<file path="config.mk">
export PLATFORM = sky130hd
export DESIGN_NAME = enc_reg_bank
export DESIGN_NICKNAME = d
export VERILOG_FILES = /design/src/rtl/enc_pkg.sv /design/src/rtl/quad_decoder.sv /design/src/rtl/enc_reg_bank.sv
export SDC_FILE = /design/constraint.sdc
export NUM_CORES = 1
export LEC_CHECK = 0
export CORE_MARGIN = 2
export CORE_UTILIZATION = 55
export CTS_BUF_LIST = sky130_fd_sc_hd__clkbuf_4 sky130_fd_sc_hd__clkbuf_8
export CTS_CLUSTER_SIZE = 24
export DETAILED_ROUTE_END_ITERATION = 10
export DONT_BUFFER_PORTS = 1
export PLACE_DENSITY_LB_ADDON = 0.3
export SYNTH_ARGS = -nofsm -noshare
export SYNTH_HDL_FRONTEND = slang
export SYNTH_SLANG_ARGS = --single-unit
export TNS_END_PERCENT = 10
</file>
<file path="constraint.sdc">
create_clock -name Clk -period 13 [get_ports Clk]
set_input_delay 0.65 -clock Clk [delete_from_list [all_inputs] [get_ports Clk]]
set_output_delay 0.65 -clock Clk [all_outputs]
set_load 0.005 [all_outputs]
</file>
<file path="src/rtl/enc_pkg.sv">
// Shared constants, register map and decoder state type for the encoder
// front end and its read-only SPI register bank.
package enc_pkg;

  // Identification word returned at the global ID address.
  localparam logic [31:0] ENC_ID = 32'h454E_4301;

  // Field offsets inside a per-channel block (addr[3:0]).
  localparam logic [3:0] FLD_POS   = 4'h0;
  localparam logic [3:0] FLD_SPEED = 4'h1;
  localparam logic [3:0] FLD_ERR   = 4'h2;
  localparam logic [3:0] FLD_RAW   = 4'h3;

  // Global registers living in block 0.
  localparam logic [7:0] ADDR_ID     = 8'h00;
  localparam logic [7:0] ADDR_WINSEQ = 8'h01;
  localparam logic [7:0] ADDR_NENC   = 8'h02;

  typedef enum logic {
    INIT = 1'b0,
    RUN  = 1'b1
  } dec_state_t;

  // Map the Gray sequence 00,01,11,10 onto 0,1,2,3 so a forward step is
  // a +1 difference modulo 4, a reverse step -1 and an illegal jump 2.
  function automatic logic [1:0] gray_to_idx(input logic [1:0] ab);
    return {ab[1], ab[1] ^ ab[0]};
  endfunction

endpackage

</file>
<file path="src/rtl/quad_decoder.sv">
// One quadrature channel: 2-flop synchronizer, glitch filter, INIT/RUN x4
// decoder and the signed position / error counters.
// ENC_ERRCNT_EN: when defined, illegal transitions are counted in err;
// otherwise err is tied to zero and no counter is built.
module quad_decoder
  import enc_pkg::*;
#(
  parameter int FILTER_LEN = 3
) (
  input  logic               Clk,
  input  logic               Reset_n,
  input  logic               enc_a,
  input  logic               enc_b,
  input  logic               clr,
  output logic signed [31:0] pos,
  output logic        [15:0] err,
  output logic               filt_a,
  output logic               filt_b
);

  localparam logic [3:0] FLT_LAST = 4'(FILTER_LEN - 1);

  logic [1:0]      sync_p0;
  logic [1:0]      sync_p1;
  logic [1:0]      filt_p2;
  logic [1:0][3:0] flt_cnt;
  logic [1:0]      prev_ab;
  logic [1:0]      warm_cnt;
  logic            settled;
  logic [1:0]      idx_diff;
  dec_state_t      state_q;
  dec_state_t      state_d;
  logic            step_inc;
  logic            step_dec;
  logic            step_bad;

  assign filt_a = filt_p2[1];
  assign filt_b = filt_p2[0];

  // Stage p0/p1: double-flop the asynchronous {A,B} pins.
  always_ff @(posedge Clk or negedge Reset_n) begin
    if (!Reset_n) begin
      sync_p0 <= '0;
      sync_p1 <= '0;
    end else begin
      sync_p0 <= {enc_a, enc_b};
      sync_p1 <= sync_p0;
    end
  end

  // Stage p2: a level change is accepted after FILTER_LEN consecutive
  // synchronized samples that disagree with the current filtered level.
  always_ff @(posedge Clk or negedge Reset_n) begin
    if (!Reset_n) begin
      filt_p2 <= '0;
      flt_cnt <= '0;
    end else begin
      for (int k = 0; k < 2; k++) begin
        if (sync_p1[k] == filt_p2[k]) begin
          flt_cnt[k] <= '0;
        end else if (flt_cnt[k] == FLT_LAST) begin
          filt_p2[k] <= sync_p1[k];
          flt_cnt[k] <= '0;
        end else begin
          flt_cnt[k] <= flt_cnt[k] + 4'd1;
        end
      end
    end
  end

  // Count the cycles needed to fill the synchronizer after reset, so the
  // decoder never locks onto the reset value of an empty pipeline.
  always_ff @(posedge Clk or negedge Reset_n) begin
    if (!Reset_n) begin
      warm_cnt <= '0;
    end else if (warm_cnt != 2'd2) begin
      warm_cnt <= warm_cnt + 2'd1;
    end
  end

  assign settled  = (warm_cnt == 2'd2) && (sync_p1 == filt_p2);
  assign idx_diff = gray_to_idx(filt_p2) - gray_to_idx(prev_ab);

  // Decoder state and previous filtered levels; prev always tracks the
  // filtered input so INIT loads it and RUN compares against it.
  always_ff @(posedge Clk or negedge Reset_n) begin
    if (!Reset_n) begin
      state_q <= INIT;
      prev_ab <= '0;
    end else begin
      state_q <= state_d;
      prev_ab <= filt_p2;
    end
  end

  // Next state and step classification.
  always_comb begin
    state_d  = state_q;
    step_inc = 1'b0;
    step_dec = 1'b0;
    step_bad = 1'b0;
    case (state_q)
      INIT: begin
        if (settled) state_d = RUN;
      end
      RUN: begin
        case (idx_diff)
          2'd1:    step_inc = 1'b1;
          2'd3:    step_dec = 1'b1;
          2'd2:    step_bad = 1'b1;
          default: ;
        endcase
      end
      default: state_d = INIT;
    endcase
  end

  // Position counter: clear wins, otherwise wrap-around +/-1.
  always_ff @(posedge Clk or negedge Reset_n) begin
    if (!Reset_n) begin
      pos <= '0;
    end else if (clr) begin
      pos <= '0;
    end else if (step_inc) begin
      pos <= pos + 32'sd1;
    end else if (step_dec) begin
      pos <= pos - 32'sd1;
    end
  end

`ifdef ENC_ERRCNT_EN
  function automatic logic [15:0] err_sat_inc(input logic [15:0] v);
    return (v == 16'hFFFF) ? v : v + 16'd1;
  endfunction

  // Illegal-transition counter, saturating at all ones.
  always_ff @(posedge Clk or negedge Reset_n) begin
    if (!Reset_n) begin
      err <= '0;
    end else if (clr) begin
      err <= '0;
    end else if (step_bad) begin
      err <= err_sat_inc(err);
    end
  end
`else
  logic unused_step_bad;
  assign unused_step_bad = step_bad;
  assign err             = '0;
`endif

endmodule

</file>
<file path="src/rtl/enc_reg_bank.sv">
// Quadrature encoder front end plus read-only register bank for the SPI
// link. Holds the shared speed window, per-channel Base/Speed, WinSeq and
// the registered read mux feeding DataToRPi.
// ENC_ERRCNT_EN: when defined, per-channel illegal-transition counters are
// built and readable at field 2; otherwise field 2 reads zero.
module enc_reg_bank
  import enc_pkg::*;
#(
  parameter int NUM_ENC      = 2,
  parameter int SPEED_WINDOW = 50000,
  parameter int FILTER_LEN   = 3
) (
  input  logic               Clk,
  input  logic               Reset_n,
  input  logic [NUM_ENC-1:0] EncA,
  input  logic [NUM_ENC-1:0] EncB,
  input  logic [NUM_ENC-1:0] ClrCount,
  input  logic [31:0]        DataAddr,
  output logic [31:0]        DataToRPi
);

  localparam int                WIN_W    = $clog2(SPEED_WINDOW);
  localparam logic [WIN_W-1:0]  WIN_LAST = WIN_W'(SPEED_WINDOW - 1);
  localparam logic [3:0]        NENC4    = 4'(NUM_ENC);

  logic signed [31:0] pos   [NUM_ENC];
  logic signed [31:0] base  [NUM_ENC];
  logic signed [31:0] speed [NUM_ENC];
  logic        [15:0] err   [NUM_ENC];
  logic [NUM_ENC-1:0] filt_a;
  logic [NUM_ENC-1:0] filt_b;

  logic [WIN_W-1:0]   win_cnt;
  logic               win_term;
  logic [31:0]        win_seq;
  logic [31:0]        rd_data_p0;
  logic [3:0]         blk;
  logic [3:0]         fld;
  logic [23:0]        unused_addr_hi;

  assign unused_addr_hi = DataAddr[31:8];
  assign blk            = DataAddr[7:4];
  assign fld            = DataAddr[3:0];

  for (genvar i = 0; i < NUM_ENC; i++) begin : g_ch
    quad_decoder #(
      .FILTER_LEN(FILTER_LEN)
    ) u_dec (
      .Clk    (Clk),
      .Reset_n(Reset_n),
      .enc_a  (EncA[i]),
      .enc_b  (EncB[i]),
      .clr    (ClrCount[i]),
      .pos    (pos[i]),
      .err    (err[i]),
      .filt_a (filt_a[i]),
      .filt_b (filt_b[i])
    );
  end

  assign win_term = (win_cnt == WIN_LAST);

  // Shared window counter and window sequence number.
  always_ff @(posedge Clk or negedge Reset_n) begin
    if (!Reset_n) begin
      win_cnt <= '0;
      win_seq <= '0;
    end else if (win_term) begin
      win_cnt <= '0;
      win_seq <= win_seq + 32'd1;
    end else begin
      win_cnt <= win_cnt + 1'b1;
    end
  end

  // Per-channel speed snapshot at each window terminal; clear wins.
  always_ff @(posedge Clk or negedge Reset_n) begin
    if (!Reset_n) begin
      for (int i = 0; i < NUM_ENC; i++) begin
        base[i]  <= '0;
        speed[i] <= '0;
      end
    end else begin
      for (int i = 0; i < NUM_ENC; i++) begin
        if (ClrCount[i]) begin
          base[i]  <= '0;
          speed[i] <= '0;
        end else if (win_term) begin
          speed[i] <= pos[i] - base[i];
          base[i]  <= pos[i];
        end
      end
    end
  end

  // Address decode over the live register values.
  always_comb begin
    rd_data_p0 = '0;
    if (DataAddr[7:0] == ADDR_ID) begin
      rd_data_p0 = ENC_ID;
    end else if (DataAddr[7:0] == ADDR_WINSEQ) begin
      rd_data_p0 = win_seq;
    end else if (DataAddr[7:0] == ADDR_NENC) begin
      rd_data_p0 = {28'b0, NENC4};
    end else begin
      for (int i = 0; i < NUM_ENC; i++) begin
        if (blk == 4'(i + 1)) begin
          case (fld)
            FLD_POS:   rd_data_p0 = pos[i];
            FLD_SPEED: rd_data_p0 = speed[i];
            FLD_ERR:   rd_data_p0 = {16'b0, err[i]};
            FLD_RAW:   rd_data_p0 = {30'b0, filt_a[i], filt_b[i]};
            default:   rd_data_p0 = '0;
          endcase
        end
      end
    end
  end

  // Output register toward the SPI slave.
  always_ff @(posedge Clk or negedge Reset_n) begin
    if (!Reset_n) begin
      DataToRPi <= '0;
    end else begin
      DataToRPi <= rd_data_p0;
    end
  end

endmodule
</file>
Yosys cells after proc, flatten, opt, wreduce, memory -nomap -nowiden. Index checks and enable logic that the tools add are counted.

Bits in registers: 310. Input bits: 40. Output and inout bits: 32.

Add/sub/neg operators: 16. Eq/ne operators: 25. Multiplexer cells: 42. Bitwise operators: 8. Reductions and logical operators: 12.

Operators by type and width (count): two-way mux 32 bit (19); one-hot mux 32 bit (3 select lines) (2); adder 32 x 2 -> 32 bit (second input constant) (2); subtractor 32 x 2 -> 32 bit (second input constant) (2); subtractor 32 bit (2); adder 32 x 1 -> 32 bit (second input constant) (1); two-way mux 4 bit (8); == test 4 x 2 -> 1 bit (second input constant) (6); adder 16 x 1 -> 16 bit (second input constant) (1); adder 4 x 1 -> 4 bit (second input constant) (4); == test 16 bit (second input constant) (1); two-way mux 16 bit (1); two-way mux 1 bit (12); == test 2 bit (second input constant) (4); == test 4 x 1 -> 1 bit (second input constant) (2); == test 8 x 1 -> 1 bit (second input constant) (1); == test 8 x 2 -> 1 bit (second input constant) (1); zero test 8 bit (1); AND reduction 2 bit (4); nonzero test 3 bit (2); adder 2 x 1 -> 2 bit (second input constant) (2); == test 1 bit (4); == test 2 x 1 -> 1 bit (second input constant) (2); == test 2 bit (2); 7 further kinds (17).

Depth between registers and ports, before layout.
Depth in word-level cells: 8. Mapped depth: 19. Mapped depth without buffers: 17.

By module. Synthesis repeated with hierarchy kept, for this count alone.

Cell total of the unflattened synthesis: 2405. Area total of the unflattened synthesis: 20880.0 µm².

By module, submodules not included: enc_reg_bank (instances 1, cells an instance 1524, area an instance 12967.4 µm², seq. area each 5205.0 µm²); quad_decoder (g_ch[0].u_dec) (instances 1, cells an instance 441, area an instance 3968.8 µm², seq. area each 1276.2 µm²); quad_decoder (g_ch[1].u_dec) (instances 1, cells an instance 440, area an instance 3943.8 µm², seq. area each 1276.2 µm²).

Worst setup path before layout. OpenSTA, ideal clock, no wires.

Path type: reg-to-reg. Start: reg g_ch[1].u_dec.filt_p2[1]. End: reg g_ch[1].u_dec.pos[31]. Arrival: 4443 ps. Required time: 12935 ps. Path slack: 8492 ps. Stages on the path, launching flop included: 19. Buffers on the path: 2. Clock period less this slack: 4508 ps. Path through: dfrtp_1 > clkbuf_1 > xnor2_1 > ha_1 > nand2b_1 > clkbuf_1 > nor2_1 > inv_1 > ha_1 > a21o_1 > a31o_2 > a2111oi_0 > nor3_1 > nor2_1 > o211ai_1 > nand3_1 > mux2_2 > a211o_1 > nand2_1.

Cells in the longest elaborated chain, start to end: 7. Elaborated cells on any way between the ends: 11. Classes of those cells: add/sub (1); eq/ne (2); mux (6); bitwise (1); reduce/logical (1).

Ends and longest elaborated chain: from (decl) (RTL line quad_decoder.sv:25) `logic [1:0] filt_p2;`; from (signal, indexed assignment) (RTL line quad_decoder.sv:62) `filt_p2[k] <= sync_p1[k];`; bitwise XOR 1 bit (RTL line enc_pkg.sv:27) `return {ab[1], ab[1] ^ ab[0]};`; subtractor 2 bit * (RTL line quad_decoder.sv:82) `assign idx_diff = gray_to_idx(filt_p2) - gray_to_idx(prev_ab);`; == test 2 x 1 -> 1 bit (RTL line quad_decoder.sv:107) `case (idx_diff)`; two-way mux 1 bit (RTL line quad_decoder.sv:107); two-way mux 1 bit (RTL line quad_decoder.sv:102) `case (state_q)`; two-way mux 32 bit (RTL line quad_decoder.sv:124) `end else if (step_inc) begin`; two-way mux 32 bit (RTL line quad_decoder.sv:122) `end else if (clr) begin`; to (signal assigned) (RTL line quad_decoder.sv:125) `pos <= pos + 32'sd1;`; to (signal assigned) (RTL line quad_decoder.sv:127) `pos <= pos - 32'sd1;`; to (decl) (RTL line quad_decoder.sv:15) `output logic signed [31:0] pos,`.

Mark *: on every way between the ends. The rest lies on a longest branch, timed or not. A chain may end at the register's enable or synchronous reset.

Final worst setup path. Same ends and word-level chain as after synthesis.

==> qor.yml <==
yosysTopAreaCell: "dfrtp_1"
fillers: 3114
netlist_area_um2: 19900
setup_tns_ns: 0
drcViolationCount: 0
slew_viol_final: 0
core_area_um2: 35600
worst_path_largest_cell_delay_ns: 0.63
grt.total_usage: 0.253
synth_top_area_frac: 0.390
crit_fanout: 38
initial_core_util: 0.559
cap_violations: 0
rsz0062_at_grt: "false"
insertion_delay_ns: 0.66
hold_viol: 13
timing.final.crit_share: 0.399
ys_seq_area_frac: 0.390
required_ns: 13.59
io_buffers: 0
ant_nets: 0
grt_max_degree: 311
violations: "negative hold slack"
status: "finished, violations left"
netlist_top_cells_count: "433 x nand2_1, 375 x a21oi_1, 310 x dfrtp_1, 150 x ha_1, 137 x nor2_1"
tritoncts: "built"
cts_resized: 0
yosysWarnings: 0
synth_nets: 2539
layout.nets: 2510
end_kind: "flop"
finalWirelength_um: 47500
synth_cell_types: 72
regToRegStartpoint: "g_ch[1].u_dec.filt_p2[1]$_DFFE_PN0P_"
wire_per_inst_um: 16.9
io_pins: 72
grt_pass1_vias: 16400
whs_ns: -0.0535
die-area_um2: 37700
drive_above_1_share: 0.0658
critical_path.cell_chain: "xnor2_1 > ha_1 > xnor2_1 > xnor2_1 > nor2_1 > inv_1 > buf_4 > ha_1 > a21o_1 > a31o_2 > a2111oi_0 > nor3_1 > nor2_1 > o211ai_1 > nand3_1 > mux2_2 > a211o_1 > nand2_1"
synth_cells: 2345
die_h_um: 194
reg2reg_slack_ns: 7.81
fmax_mhz: 193
worst-r2r-cell-count: 18
dieWidth_um: 194
num_rows: 69
area_growth_pct: 8.22
crit_arrival_ns: 5.78
antenna_cells: 0
path_clk_slew_ns: 0.07
clock_sinks: 310
grt_remaining_overflow: 0
synth_edf_count: 0
clock_path_buffers: 3
hold_path_class: "in2async"
drt-initial-drc-count: 1016
period_needed_ns: 5.19
critical_path.slowest_cell: "a2111oi_0"
cpMostUsedCell: "xnor2_1"
multi_input_area_um2: 11400
synth_area_leaders: "dfrtp_1 39%, a21oi_1 9.4%, ha_1 9.4%"
dp_hpwl_um: 31600
r2r_end: "g_ch[1].u_dec.pos[31]$_DFFE_PN0P_"
synth-main-ff-cell: "dfrtp_1"
cts_max_level: 2
postSynthAreaPerCell_um2: 8.48
routed_via_density: 5.93
ys_ff_latch: 310
cts_root_buffer: "clkbuf_8"
crit_path_start_kind: "flop"
fin_worst_skew_ns: 0.0223
path_class: "reg2reg"
final-setup-viol-count: 0
synth.most_common_cell: "nand2_1"
antenna_found_initial: 2
postCtsSetupBuffers: 0
drt-pass1-iter-count: 7
ctsHoldBuffers: 5
slew_headroom: 0.278
cts_buffers: 55
grt_pass1_wl_um: 80400
seqCellArea_um2: 7760
place_congestion: 0.894
via_count: 16700
async_reset_ff_frac: 1.00
tightest_slew_ns: 1.08
-- routing by layer --
layer	up-vias	GRT usage	share of wire
met2	385	0.412	0.47
li1	8168	-	-
met5	-	0	0.00044
met1	8054	0.342	0.46
met3	95	0.0407	0.048
met4	4	0.0948	0.027
-- cell usage in the layout (no fill, tap or decap), drive strengths merged, types with 60 or more instances in the layout --
| cell type | count |
|---|---|
| ha | 150 |
| nand2 | 433 |
| xor2 | 60 |
| a21o | 67 |
| nor2 | 137 |
| o21ai | 75 |
| inv | 101 |
| a21oi | 379 |
| dfrtp | 310 |
| clkbuf | 78 |
| xnor2 | 107 |
-- cell type report --
class,instances,share of cell area
well taps,461,0.0268
clock buffers,78,0.0458
clock inverters,18,0.0108
flip-flops and latches,310,0.360
repair buffers,23,0.0103
multi-input cells,1827,0.529
inverters,99,0.0173
-- worst max-delay path, delay by kind of cell (launching register included) --
kind | cells | cell delay [ns]
flip-flops | 1 | 0.48
XOR/XNOR | 3 | 0.81
AND/OR/NAND/NOR | 5 | 0.79
AO/OA/AOI/OAI | 5 | 1.59
buffers and inverters | 2 | 0.50
multiplexers | 1 | 0.35
adder cells (fa/ha/maj) | 2 | 0.57
-- cell families after synthesis --
family                   count (synthesis)  share of synthesized area
AND/OR/NAND/NOR                        793                      0.178
AO/OA/AOI/OAI                          703                      0.215
flip-flops                             310                      0.390
buffers and inverters                  208                     0.0393
XOR/XNOR                               167                     0.0735
adder cells (fa/ha/maj)                154                     0.0984
multiplexers                            10                    0.00535
-- per-stage QoR --
step | cell area, um^2 | hold slack (ns) | worst slack (ns) | utilization | std cells
5_1_grt | 21500 | 0.0413 | 7.50 | 0.605 | 2816
6_report | 21500 | -0.0535 | 7.81 | 0.605 | 2816
2_1_floorplan | 19900 | 0.331 | 8.49 | - | 2345
3_3_place_gp | 20200 | 0.332 | 8.12 | 0.568 | 2714
3_5_place_dp | 20200 | 0.338 | 7.98 | 0.568 | 2714
4_1_cts | 21500 | 0.0103 | 7.90 | 0.604 | 2815
-- registers in the layout, summed over array words and instances (netlist names) --
signal and flops:
speed 64, base 64, g_ch.u_dec.filt_p2 4, g_ch.u_dec.state_q 2, win_seq 32, g_ch.u_dec.pos 64, g_ch.u_dec.warm_cnt 4, g_ch.u_dec.sync_p1 4
DataToRPi 32, g_ch.u_dec.prev_ab 4, g_ch.u_dec.flt_cnt 16, g_ch.u_dec.sync_p0 4, win_cnt 16
-- worst max path at each step --
stage / start / slack [ns] / to / cells past startpoint
global placement: g_ch[1].u_dec.filt_p2[1]$_DFFE_PN0P_ / 8.12 / g_ch[1].u_dec.pos[31]$_DFFE_PN0P_ / 18
finish: g_ch[1].u_dec.filt_p2[1]$_DFFE_PN0P_ / 7.81 / g_ch[1].u_dec.pos[31]$_DFFE_PN0P_ / 18
CTS: g_ch[1].u_dec.filt_p2[1]$_DFFE_PN0P_ / 7.90 / g_ch[1].u_dec.pos[31]$_DFFE_PN0P_ / 18
global route: g_ch[1].u_dec.filt_p2[1]$_DFFE_PN0P_ / 7.50 / g_ch[1].u_dec.pos[26]$_DFFE_PN0P_ / 18
detailed placement: g_ch[1].u_dec.filt_p2[1]$_DFFE_PN0P_ / 7.98 / g_ch[1].u_dec.pos[31]$_DFFE_PN0P_ / 18
floorplan: g_ch[1].u_dec.filt_p2[1]$_DFFE_PN0P_ / 8.49 / g_ch[1].u_dec.pos[31]$_DFFE_PN0P_ / 18
Power is not shown: default switching activity piles up to over one toggle a cycle in this logic, so the estimate is an artifact.
